## src/rtl/t10_uart_rx.sv

```systemverilog
// -----------------------------------------------------------------------------
// t10_uart_rx
// UART receive front end. Deserializes an asynchronous 8N1 serial line
// (LSB first, 1 start bit, 8 data bits, 1 stop bit) into bytes.
//
// Parameters
//   CLKS_PER_BIT : system clock cycles per serial bit (>= 4)
//
// Ports
//   clk        in   system clock, rising-edge logic
//   nRst       in   asynchronous active-low reset
//   rx_serial  in   asynchronous serial line, idles high
//   rx_byte    out  last correctly framed byte, held between frames
//   rx_ready   out  one-cycle pulse when rx_byte has just been updated
//   frame_err  out  one-cycle pulse when the stop bit was sampled low
//   busy       out  high whenever the receiver is not idle
// -----------------------------------------------------------------------------
module t10_uart_rx #(
    parameter int CLKS_PER_BIT = 1250
) (
    input  logic       clk,
    input  logic       nRst,
    input  logic       rx_serial,
    output logic [7:0] rx_byte,
    output logic       rx_ready,
    output logic       frame_err,
    output logic       busy
);

    localparam int CNT_W = $clog2(CLKS_PER_BIT);
    localparam int HALF  = CLKS_PER_BIT / 2;

    localparam logic [CNT_W-1:0] CNT_ZERO     = CNT_W'(0);
    localparam logic [CNT_W-1:0] CNT_ONE      = CNT_W'(1);
    localparam logic [CNT_W-1:0] CNT_HALF_M1  = CNT_W'(HALF - 1);
    localparam logic [CNT_W-1:0] CNT_BIT_M1   = CNT_W'(CLKS_PER_BIT - 1);

    typedef enum logic [2:0] {
        ST_IDLE  = 3'd0,
        ST_START = 3'd1,
        ST_DATA  = 3'd2,
        ST_STOP  = 3'd3,
        ST_BREAK = 3'd4
    } state_t;

    // Synchronizer flops; both idle high so reset does not look like a start edge.
    logic             sync1_q;
    logic             sync2_q;
    logic             rx_sync;

    state_t           state_q,     state_d;
    logic [CNT_W-1:0] cnt_q,       cnt_d;
    logic [2:0]       bit_idx_q,   bit_idx_d;
    logic [7:0]       shift_q,     shift_d;
    logic [7:0]       rx_byte_q,   rx_byte_d;
    logic             rx_ready_q,  rx_ready_d;
    logic             frame_err_q, frame_err_d;
    logic             busy_q,      busy_d;

    assign rx_sync = sync2_q;

    // Two-flop synchronizer for the asynchronous serial input.
    always_ff @(posedge clk or negedge nRst) begin
        if (!nRst) begin
            sync1_q <= 1'b1;
            sync2_q <= 1'b1;
        end else begin
            sync1_q <= rx_serial;
            sync2_q <= sync1_q;
        end
    end

    // Next-state and datapath logic for the receive FSM.
    always_comb begin
        state_d     = state_q;
        cnt_d       = cnt_q;
        bit_idx_d   = bit_idx_q;
        shift_d     = shift_q;
        rx_byte_d   = rx_byte_q;
        rx_ready_d  = 1'b0;
        frame_err_d = 1'b0;

        case (state_q)
            ST_IDLE: begin
                cnt_d     = CNT_ZERO;
                bit_idx_d = 3'd0;
                if (rx_sync == 1'b0) begin
                    state_d = ST_START;
                end else begin
                    state_d = ST_IDLE;
                end
            end

            ST_START: begin
                // Re-check the line in the middle of the start bit; a high
                // sample means the falling edge was only a glitch.
                if (cnt_q == CNT_HALF_M1) begin
                    cnt_d = CNT_ZERO;
                    if (rx_sync == 1'b0) begin
                        state_d = ST_DATA;
                    end else begin
                        state_d = ST_IDLE;
                    end
                end else begin
                    cnt_d = cnt_q + CNT_ONE;
                end
            end

            ST_DATA: begin
                // Mid-start alignment means each full bit period lands mid-bit.
                if (cnt_q == CNT_BIT_M1) begin
                    cnt_d   = CNT_ZERO;
                    shift_d = {rx_sync, shift_q[7:1]};
                    if (bit_idx_q == 3'd7) begin
                        bit_idx_d = 3'd0;
                        state_d   = ST_STOP;
                    end else begin
                        bit_idx_d = bit_idx_q + 3'd1;
                    end
                end else begin
                    cnt_d = cnt_q + CNT_ONE;
                end
            end

            ST_STOP: begin
                if (cnt_q == CNT_BIT_M1) begin
                    cnt_d = CNT_ZERO;
                    if (rx_sync == 1'b1) begin
                        rx_byte_d  = shift_q;
                        rx_ready_d = 1'b1;
                        state_d    = ST_IDLE;
                    end else begin
                        frame_err_d = 1'b1;
                        state_d     = ST_BREAK;
                    end
                end else begin
                    cnt_d = cnt_q + CNT_ONE;
                end
            end

            ST_BREAK: begin
                // Wait for the line to recover so a held-low line is not
                // mistaken for a fresh start bit.
                cnt_d = CNT_ZERO;
                if (rx_sync == 1'b1) begin
                    state_d = ST_IDLE;
                end else begin
                    state_d = ST_BREAK;
                end
            end

            default: begin
                state_d   = ST_IDLE;
                cnt_d     = CNT_ZERO;
                bit_idx_d = 3'd0;
            end
        endcase

        // Registered from the next state so busy tracks state exactly.
        busy_d = (state_d != ST_IDLE);
    end

    // State, datapath and registered output flops.
    always_ff @(posedge clk or negedge nRst) begin
        if (!nRst) begin
            state_q     <= ST_IDLE;
            cnt_q       <= CNT_ZERO;
            bit_idx_q   <= 3'd0;
            shift_q     <= 8'h00;
            rx_byte_q   <= 8'h00;
            rx_ready_q  <= 1'b0;
            frame_err_q <= 1'b0;
            busy_q      <= 1'b0;
        end else begin
            state_q     <= state_d;
            cnt_q       <= cnt_d;
            bit_idx_q   <= bit_idx_d;
            shift_q     <= shift_d;
            rx_byte_q   <= rx_byte_d;
            rx_ready_q  <= rx_ready_d;
            frame_err_q <= frame_err_d;
            busy_q      <= busy_d;
        end
    end

    assign rx_byte   = rx_byte_q;
    assign rx_ready  = rx_ready_q;
    assign frame_err = frame_err_q;
    assign busy      = busy_q;

endmodule

```

## config.mk

```make
export PLATFORM = sky130hd
export DESIGN_NAME = t10_uart_rx
export DESIGN_NICKNAME = d
export VERILOG_FILES = /design/src/rtl/t10_uart_rx.sv
export SDC_FILE = /design/constraint.sdc
export NUM_CORES = 1
export LEC_CHECK = 0
export ABC_CLOCK_PERIOD_IN_PS = 3200
export CAP_MARGIN = 20
export CORE_MARGIN = 10
export CORE_UTILIZATION = 45
export CTS_BUF_LIST = sky130_fd_sc_hd__clkbuf_16
export DETAILED_ROUTE_END_ITERATION = 16
export PLACE_DENSITY = 0.63
export SETUP_SLACK_MARGIN = 0.15
export SYNTH_ARGS = -nofsm -noshare
export SYNTH_HDL_FRONTEND = slang
export SYNTH_SLANG_ARGS = --single-unit
```

## constraint.sdc

```tcl
create_clock -name clk -period 3.2 [get_ports clk]
set_input_delay 0.48 -clock clk [delete_from_list [all_inputs] [get_ports clk]]
set_output_delay 0.48 -clock clk [all_outputs]
set_load 0.05 [all_outputs]
```

# Yosys cells after proc, flatten, opt, wreduce, memory -nomap -nowiden
# Index checks and enable logic that the tools add are counted.
[classes] add_sub_neg=2 eq_ne=8 muxes=20 bitwise_logic=1 reduce_logical=7
[op_table] op="11-bit 2-to-1 mux" n=2
[op_table] op="11-bit case mux with 2 select lines" n=1
[op_table] op="3-bit 2-to-1 mux" n=7
[op_table] op="3-bit case mux with 5 select lines" n=1
[op_table] op="11-bit by 1-bit adder with 11-bit output (second input constant)" n=1
[op_table] op="11-bit by 10-bit == test with 1-bit output (second input constant)" n=1
[op_table] op="11-bit == test (second input constant)" n=1
[op_table] op="1-bit 2-to-1 mux" n=7
[op_table] op="3-bit by 2-bit == test with 1-bit output (second input constant)" n=2
[op_table] op="3-bit == test (second input constant)" n=2
[op_table] op="3-bit case mux with 2 select lines" n=1
[op_table] op="2-bit AND reduction" n=2
[op_table] op="3-bit by 1-bit adder with 3-bit output (second input constant)" n=1
[op_table] op="3-bit by 1-bit == test with 1-bit output (second input constant)" n=1
[op_table] op="3-bit zero test" n=1
[op_table] op="3-bit AND reduction" n=1
[op_table] op="3-bit nonzero test" n=1
[op_table] op="3-bit OR reduction" n=1
[op_table] op="2-bit 2-to-1 mux" n=1
[op_table] op="2-bit inequality test (second input constant)" n=1
[op_table] op="2-bit OR reduction" n=1
[op_table] op="1-bit NOT" n=1
[totals] regBits=38 inputBits=3 out_inout_bits=11 wordCells=48

# Longest topological paths before layout
# Gate-level depths: netlist (run 1).
[logic_depth] word_depth=5 ltp_mapped=7 ltp_nobuf=6

# Worst setup path after synthesis (run 1)
# OpenSTA, ideal clock, no wires.
[synth_path] path_kind="flip-flop to flip-flop" startpoint="register cnt_q[1]" endpoint="register shift_q[0]" setup_ns=0.125 t_arrival_ns=1.741 required_time_ns=3.075 slack_ns=1.334 path_stages_with_launch=8 path_buffers=1 period_less_slack_ns=1.866 path_cell_list="dfrtp_1 inv_1 ha_1 and3b_1 and3_1 buf_6 nor3b_4 mux2_2"
[synth_between] elab_chain_cells=2
[synth_lines] element="start: declaration" line="52" rtl="logic [CNT_W-1:0] cnt_q, cnt_d;"
[synth_lines] element="start signal: assignment" line="176" rtl="cnt_q <= cnt_d;"
[synth_lines] element="11-bit == test" line="111" rtl="if (cnt_q == CNT_BIT_M1) begin"
[synth_lines] element="2-bit AND reduction (no source line)"
[synth_lines] element="end signal: assignment" line="178" rtl="shift_q <= shift_d;"
[synth_lines] element="end: declaration" line="54" rtl="logic [7:0] shift_q, shift_d;"
# No other way between the ends.
# A chain may end at the register's enable or synchronous reset.

# Worst setup path in the final report (run 1)
# Same ends and word-level chain as after synthesis.

==> flow_summary_export.csv, run 1 <==
group,metric,value,unit
global_route,grt_pass1_vias,1079,
timing,finalHoldViolations,0,
setup_path,cp.arrival,2.32,ns
floorplan,core,3690,um^2
timing,setup_violations,0,
logic_synthesis,ys.flop_type,"dfrtp_1",
logic_synthesis,syn_area,1730,um^2
placed_design,port_buffers,13,
layout,final_nets,169,
routing,ant_nets,0,
floorplan,io_pins,14,
setup_path,endpoint_kind,"flip-flop",
routing,via_per_inst,5.15,
clocking,clkLatencyLatePin,0.28,ns
clocking,post_cts_buffers,0,
clocking,root_buffer,"clkbuf_16",
setup_path,path_delay_family,"simple AND/OR/NAND/NOR gates",
floorplan,initial_core_util,0.470,
placed_design,dp_hpwl,2130,um
placed_design,place_ws,1.04,ns
logic_synthesis,synthArstFlopShare,1.00,
routing,wl_per_cell,14.4,um
logic_synthesis,syn_inst,145,
clocking,cts_tree,"yes",
power,max-vdd-ir-drop,281,uV
setup_path,cpMaxStageDelayCell,"nor3b_4",
global_route,grt_pass1_wl,5250,um
routing,firstDrtPassIters,2,
clocking,htreeDepth,2,
floorplan,fp.dieH,82.1,um
power,p_per_area,509,nW/um^2
timing,fin_skew,0.00701,ns
layout,post-route-util,0.561,
routing,drt-initial-drc-count,38,
floorplan,die_w,82.1,um
timing,timing.final.ws_setup,1.04,ns
routing,drc_errors,0,
logic_synthesis,ys_seq_elements,38,
timing,slew_viol_final,0,
routing,vias,1082,
setup_path,path_max_fanout,8,
timing,layout_min_cycle_time,2.16,ns
logic_synthesis,synth_top_cell_by_area,"dfrtp_1",
clocking,cts_buffer_depth,2,
power,power_leakage,0.996,nW
clocking,holdBufCountCts,0,
logic_synthesis,synth_seq_area_share,0.550,
logic_synthesis,ys_top_cells_by_area,"dfrtp_1, mux2_2, ha_1, xor2_1, dfstp_2",
global_route,grt_max_degree,39,
layout,postLayoutCellArea,2070,um^2
timing,grt_setup_unrepaired,"no",
logic_synthesis,ys_types,35,
floorplan,die-area,6740,um^2
timing,max_slew_margin,0.458,
clocking,cts_buffers,5,
timing,fin_crit_sh,0.674,
setup_path,worstPathRequired,3.36,ns
run,cap_violations,0,
logic_synthesis,synth_edf_count,0,
clocking,clock-sinks,38,
timing,max_freq,464,MHz
setup_path,crit_chain,"inv_1 > ha_1 > and3b_1 > and3_1 > nor3b_4 > mux2_2",
layout,drive_gt1_frac,0.198,
logic_synthesis,postSynthAreaPerCell,12.0,um^2
global_route,gr-total-overflow,0,
clocking,clk_pin_slew,0.06,ns
status,status,"completed",
layout,area_delta_synth_final,19.3,%
logic_synthesis,synth_fp_nets,153,
logic_synthesis,synthDominantCellAreaShare,0.519,
placed_design,placed_area,1900,um^2
floorplan,fp-row-count,22,
setup_path,critical_path_class,"flip-flop to flip-flop",
logic_synthesis,synth_warnings,0,
placed_design,gp_congestion,0.759,
timing,hold_ws,0.290,ns
clocking,post_cts_resize_count,0,
layout,num_antenna_cells,0,
setup_path,slowest_delay,0.46,ns
timing,timing.setup.tns,0,ns
setup_path,path_buf_inv,1,
setup_path,start_kind,"flip-flop",
timing,worst_pin_slew,0.813,ns
global_route,track_usage,0.103,
worst_hold_path,hp-class,"primary input to asynchronous set/reset pin",
routing,routed_wl,3020,um
global_route,antenna_found_initial,0,
==> cell usage after synthesis, types with 2 or more instances <==
| cell | number |
|---|---|
| ha_1 | 5 |
| dfstp_2 | 2 |
| nor2_1 | 13 |
| nand3_1 | 5 |
| nand4_1 | 3 |
| nor2b_1 | 5 |
| inv_1 | 4 |
| and4_1 | 2 |
| clkbuf_1 | 3 |
| and3_1 | 3 |
| mux2i_1 | 4 |
| xor2_1 | 7 |
| o21ai_0 | 7 |
| a31oi_1 | 2 |
| nand2_1 | 8 |
| mux2_2 | 16 |
| nand2b_1 | 2 |
| xnor2_1 | 2 |
| dfrtp_1 | 36 |
==> metal layers <==
| layer | vias up | share of wire | track usage |
|---|---|---|---|
| li1 | 532 | - | - |
| met1 | 526 | 0.46 | 0.125 |
| met2 | 16 | 0.45 | 0.152 |
| met3 | 8 | 0.063 | 0.0404 |
| met4 | 0 | 0.025 | 0.0612 |
| met5 | - | 0 | 0 |
==> logic make-up (layout without fill, tap and decap cells) <==
logic type / Yosys count / after routing / share of synthesized area
AND/OR/NAND/NOR: 51 / 51 / 0.172
flip-flops: 38 / 38 / 0.550
multiplexers: 20 / 20 / 0.127
AO/OA/AOI/OAI: 13 / 13 / 0.0455
XOR/XNOR: 9 / 9 / 0.0455
buffers and inverters: 9 / 26 / 0.0245
adder cells (fa/ha/maj): 5 / 5 / 0.0361
==> cell usage in the layout, fill, tap and decap left out, types with 2 or more instances in the layout <==
master	count
a31oi_1	2
and3_1	3
and4_1	2
clkbuf_16	5
clkdlybuf4s50_1	12
clkinvlp_4	2
dfrtp_1	36
dfstp_2	2
ha_1	5
inv_1	4
mux2_2	16
mux2i_1	4
nand2_1	8
nand2b_1	2
nand3_1	5
nand4_1	3
nor2_1	13
nor2b_1	5
o21ai_0	7
xnor2_1	2
xor2_1	7
==> flip-flops by register name, indices dropped and copies added, names as in the netlist <==
name       count
sync1_q        1
bit_idx_q      3
rx_byte        8
rx_sync        1
cnt_q         11
frame_err      1
state_q        3
shift_q        8
rx_ready       1
busy           1
==> stage by stage <==
step	cells	total power, mW
2_1_floorplan	145	0.494
3_3_place_gp	202	0.505
3_5_place_dp	202	0.506
4_1_cts	210	1.07
5_1_grt	210	1.09
6_report	210	1.05
==> final cells by class <==
cell class              instances  area [um^2]
flip-flops and latches         38          953
repair buffers                 14          133
well taps                      48         60.1
clock inverters                 3         45.0
fillers                       326         1620
clock buffers                   5          125
multi-input cells              98          738
inverters                       4         15.0
==> report_power, final <==
group	leakage (nW)	switching, mW	internal, mW
clock	0.0760	0.189	0.367
combinational	0.416	0.00939	0.00241
sequential	0.504	0.00139	0.483
total	0.996	0.200	0.852
==> worst register-to-register path, cell delays in order, from the launching register on <==
cell and delay [ns]:
dfrtp_1 0.41, inv_1 0.09, ha_1 0.13, and3b_1 0.18, and3_1 0.39, nor3b_4 0.46, mux2_2 0.39
==> worst paths after layout <==
check,start,end,slack [ns],cells after the start
min,nRst,bit_idx_q[0],0.29,1
min reg2reg,sync1_q,rx_sync,0.35,0
max,cnt_q[1],shift_q[0],1.04,6
min in group clk,sync1_q,rx_sync,0.35,0
max in group asynchronous,nRst,rx_byte[0],2.40,1
max reg2reg,cnt_q[1],shift_q[0],1.04,6
No activity file was read; power rests on OpenSTA's default activity.
==> run 2: changes to the inputs <==
ABC_CLOCK_PERIOD_IN_PS = 2150   (was 3200)
clock period = 2.15 ns   (was 3.2 ns; I/O delays follow)
==> flow_summary_export.csv, run 2 (synthesis gave the netlist of run 1 again) <==
group,metric,value,unit
placed_design,port_buffers,13,
global_route,grt_pass1_wl,5440,um
run,cap_violations,0,
placed_design,place_ws,0.208,ns
layout,drive_gt1_frac,0.202,
floorplan,die-area,6740,um^2
layout,largest_reg_flops,11,
routing,vias,1109,
setup_path,start_kind,"flip-flop",
floorplan,fp-row-count,22,
timing,setup_violations,0,
routing,wl_per_cell,14.5,um
timing,max_slew_margin,0.464,
global_route,gr-total-overflow,0,
layout,num_antenna_cells,0,
routing,drt-initial-drc-count,67,
setup_path,cpMaxStageDelayCell,"dfrtp_1",
timing,worst_pin_slew,0.804,ns
layout,largest_register,"cnt_q",
clocking,cts_tree,"yes",
worst_hold_path,hp-class,"primary input to asynchronous set/reset pin",
routing,drc_errors,0,
layout,postLayoutCellArea,2110,um^2
setup_path,crit_chain,"inv_1 > ha_1 > and3b_1 > and3_1 > nor3b_4 > mux2_2",
timing,timing.setup.tns,0,ns
routing,ant_nets,0,
clocking,clk_pin_slew,0.06,ns
layout,fin_cells,211,
setup_path,slowest_delay,0.40,ns
layout,final_nets,170,
timing,slew_viol_final,0,
power,p_per_area,800,nW/um^2
setup_path,cp.arrival,2.05,ns
timing,max_freq,532,MHz
setup_path,endpoint_kind,"flip-flop",
global_route,grt_pass1_vias,1144,
floorplan,fp.dieH,82.1,um
layout,fillers,327,
timing,finalHoldViolations,0,
floorplan,core,3690,um^2
routing,via_per_inst,5.26,
clocking,htreeDepth,2,
routing,routed_wl,3050,um
timing,timing.final.ws_setup,0.269,ns
clocking,cts_buffers,5,
clocking,root_buffer,"clkbuf_16",
setup_path,reg2reg_depth,6,
timing,layout_min_cycle_time,1.88,ns
setup_path,worstPathRequired,2.32,ns
clocking,clock-sinks,38,
timing,fin_skew,0.00996,ns
global_route,track_usage,0.106,
layout,final_common_cell,"dfrtp_1",
setup_path,critical_path_class,"flip-flop to flip-flop",
layout,mostFrequentLayoutCells,"dfrtp_1, mux2_2, nor2_1",
global_route,antenna_found_initial,0,
power,power_leakage,0.995,nW
placed_design,dp_hpwl,2140,um
power,max-vdd-ir-drop,474,uV
floorplan,initial_core_util,0.470,
routing,firstDrtPassIters,4,
floorplan,die_w,82.1,um
clocking,cts_buffer_depth,2,
floorplan,io_pins,14,
placed_design,placed_area,1910,um^2
clocking,clkLatencyLatePin,0.28,ns
global_route,grt_max_degree,39,
setup_path,path_max_fanout,8,
timing,grt_setup_unrepaired,"no",
timing,fin_crit_sh,0.875,
status,status,"completed",
clocking,holdBufCountCts,0,
placed_design,gp_congestion,0.754,
timing,hold_ws,0.126,ns
placed_design,dp.cells,203,
layout,area_delta_synth_final,21.6,%
==> run 2: report_power, final <==
part / switching [mW] / internal (mW)
registers: 0.00265 / 0.719
logic: 0.0138 / 0.00360
clock network: 0.282 / 0.666
total: 0.299 / 1.39
==> run 2: worst paths after layout <==
kind	startpoint	end	slack [ns]
max in group asynchronous	nRst	shift_q[0]	1.51
setup / recovery	cnt_q[1]	shift_q[6]	0.27
min in group clk	sync1_q	rx_sync	0.35
setup reg to reg	cnt_q[1]	shift_q[6]	0.27
hold / removal	nRst	shift_q[5]	0.13
hold reg to reg	sync1_q	rx_sync	0.35
==> run 2: final cells by class <==
cell class / instances / area [um^2] / share of cell area
Tap cell: 48 / 60.1 / 0.0285
Timing Repair Buffer: 15 / 140 / 0.0664
Sequential cell: 38 / 953 / 0.452
Multi-Input combinational cell: 98 / 747 / 0.354
Clock buffer: 5 / 125 / 0.0593
Inverter: 4 / 15.0 / 0.00712
Clock inverter: 3 / 68.8 / 0.0326
==> run 2: repair_timing <==
item | 4_1_cts | 5_1_grt
setup endpoints to repair | 0 | 8
resized for setup | 0 | 1
buffers inserted | 0 | 0
endpoints found under the hold margin | 0 | 0
==> run 2: critical path, delay by kind of cell, from the launching register on <==
| family | cells | cell delay [ns] |
|---|---|---|
| adder cells (fa/ha/maj) | 1 | 0.14 |
| buffers and inverters | 1 | 0.08 |
| flip-flops | 1 | 0.40 |
| multiplexers | 1 | 0.39 |
| AND/OR/NAND/NOR | 3 | 0.76 |
==> run 2: per-stage QoR <==
stage | power [mW] | utilization
2_1_floorplan | 0.736 | -
3_3_place_gp | 0.752 | 0.517
3_5_place_dp | 0.753 | 0.517
4_1_cts | 1.71 | 0.570
5_1_grt | 1.74 | 0.572
6_report | 1.69 | 0.572
==> run 2: routing by layer <==
| metal | wire (um) | track usage | vias to the layer above |
|---|---|---|---|
| met5 | 0 | 0 | - |
| met4 | 64 | 0.0561 | 0 |
| met3 | 183 | 0.0371 | 6 |
| met2 | 1480 | 0.172 | 23 |
| met1 | 1320 | 0.121 | 542 |
| li1 | - | - | 538 |
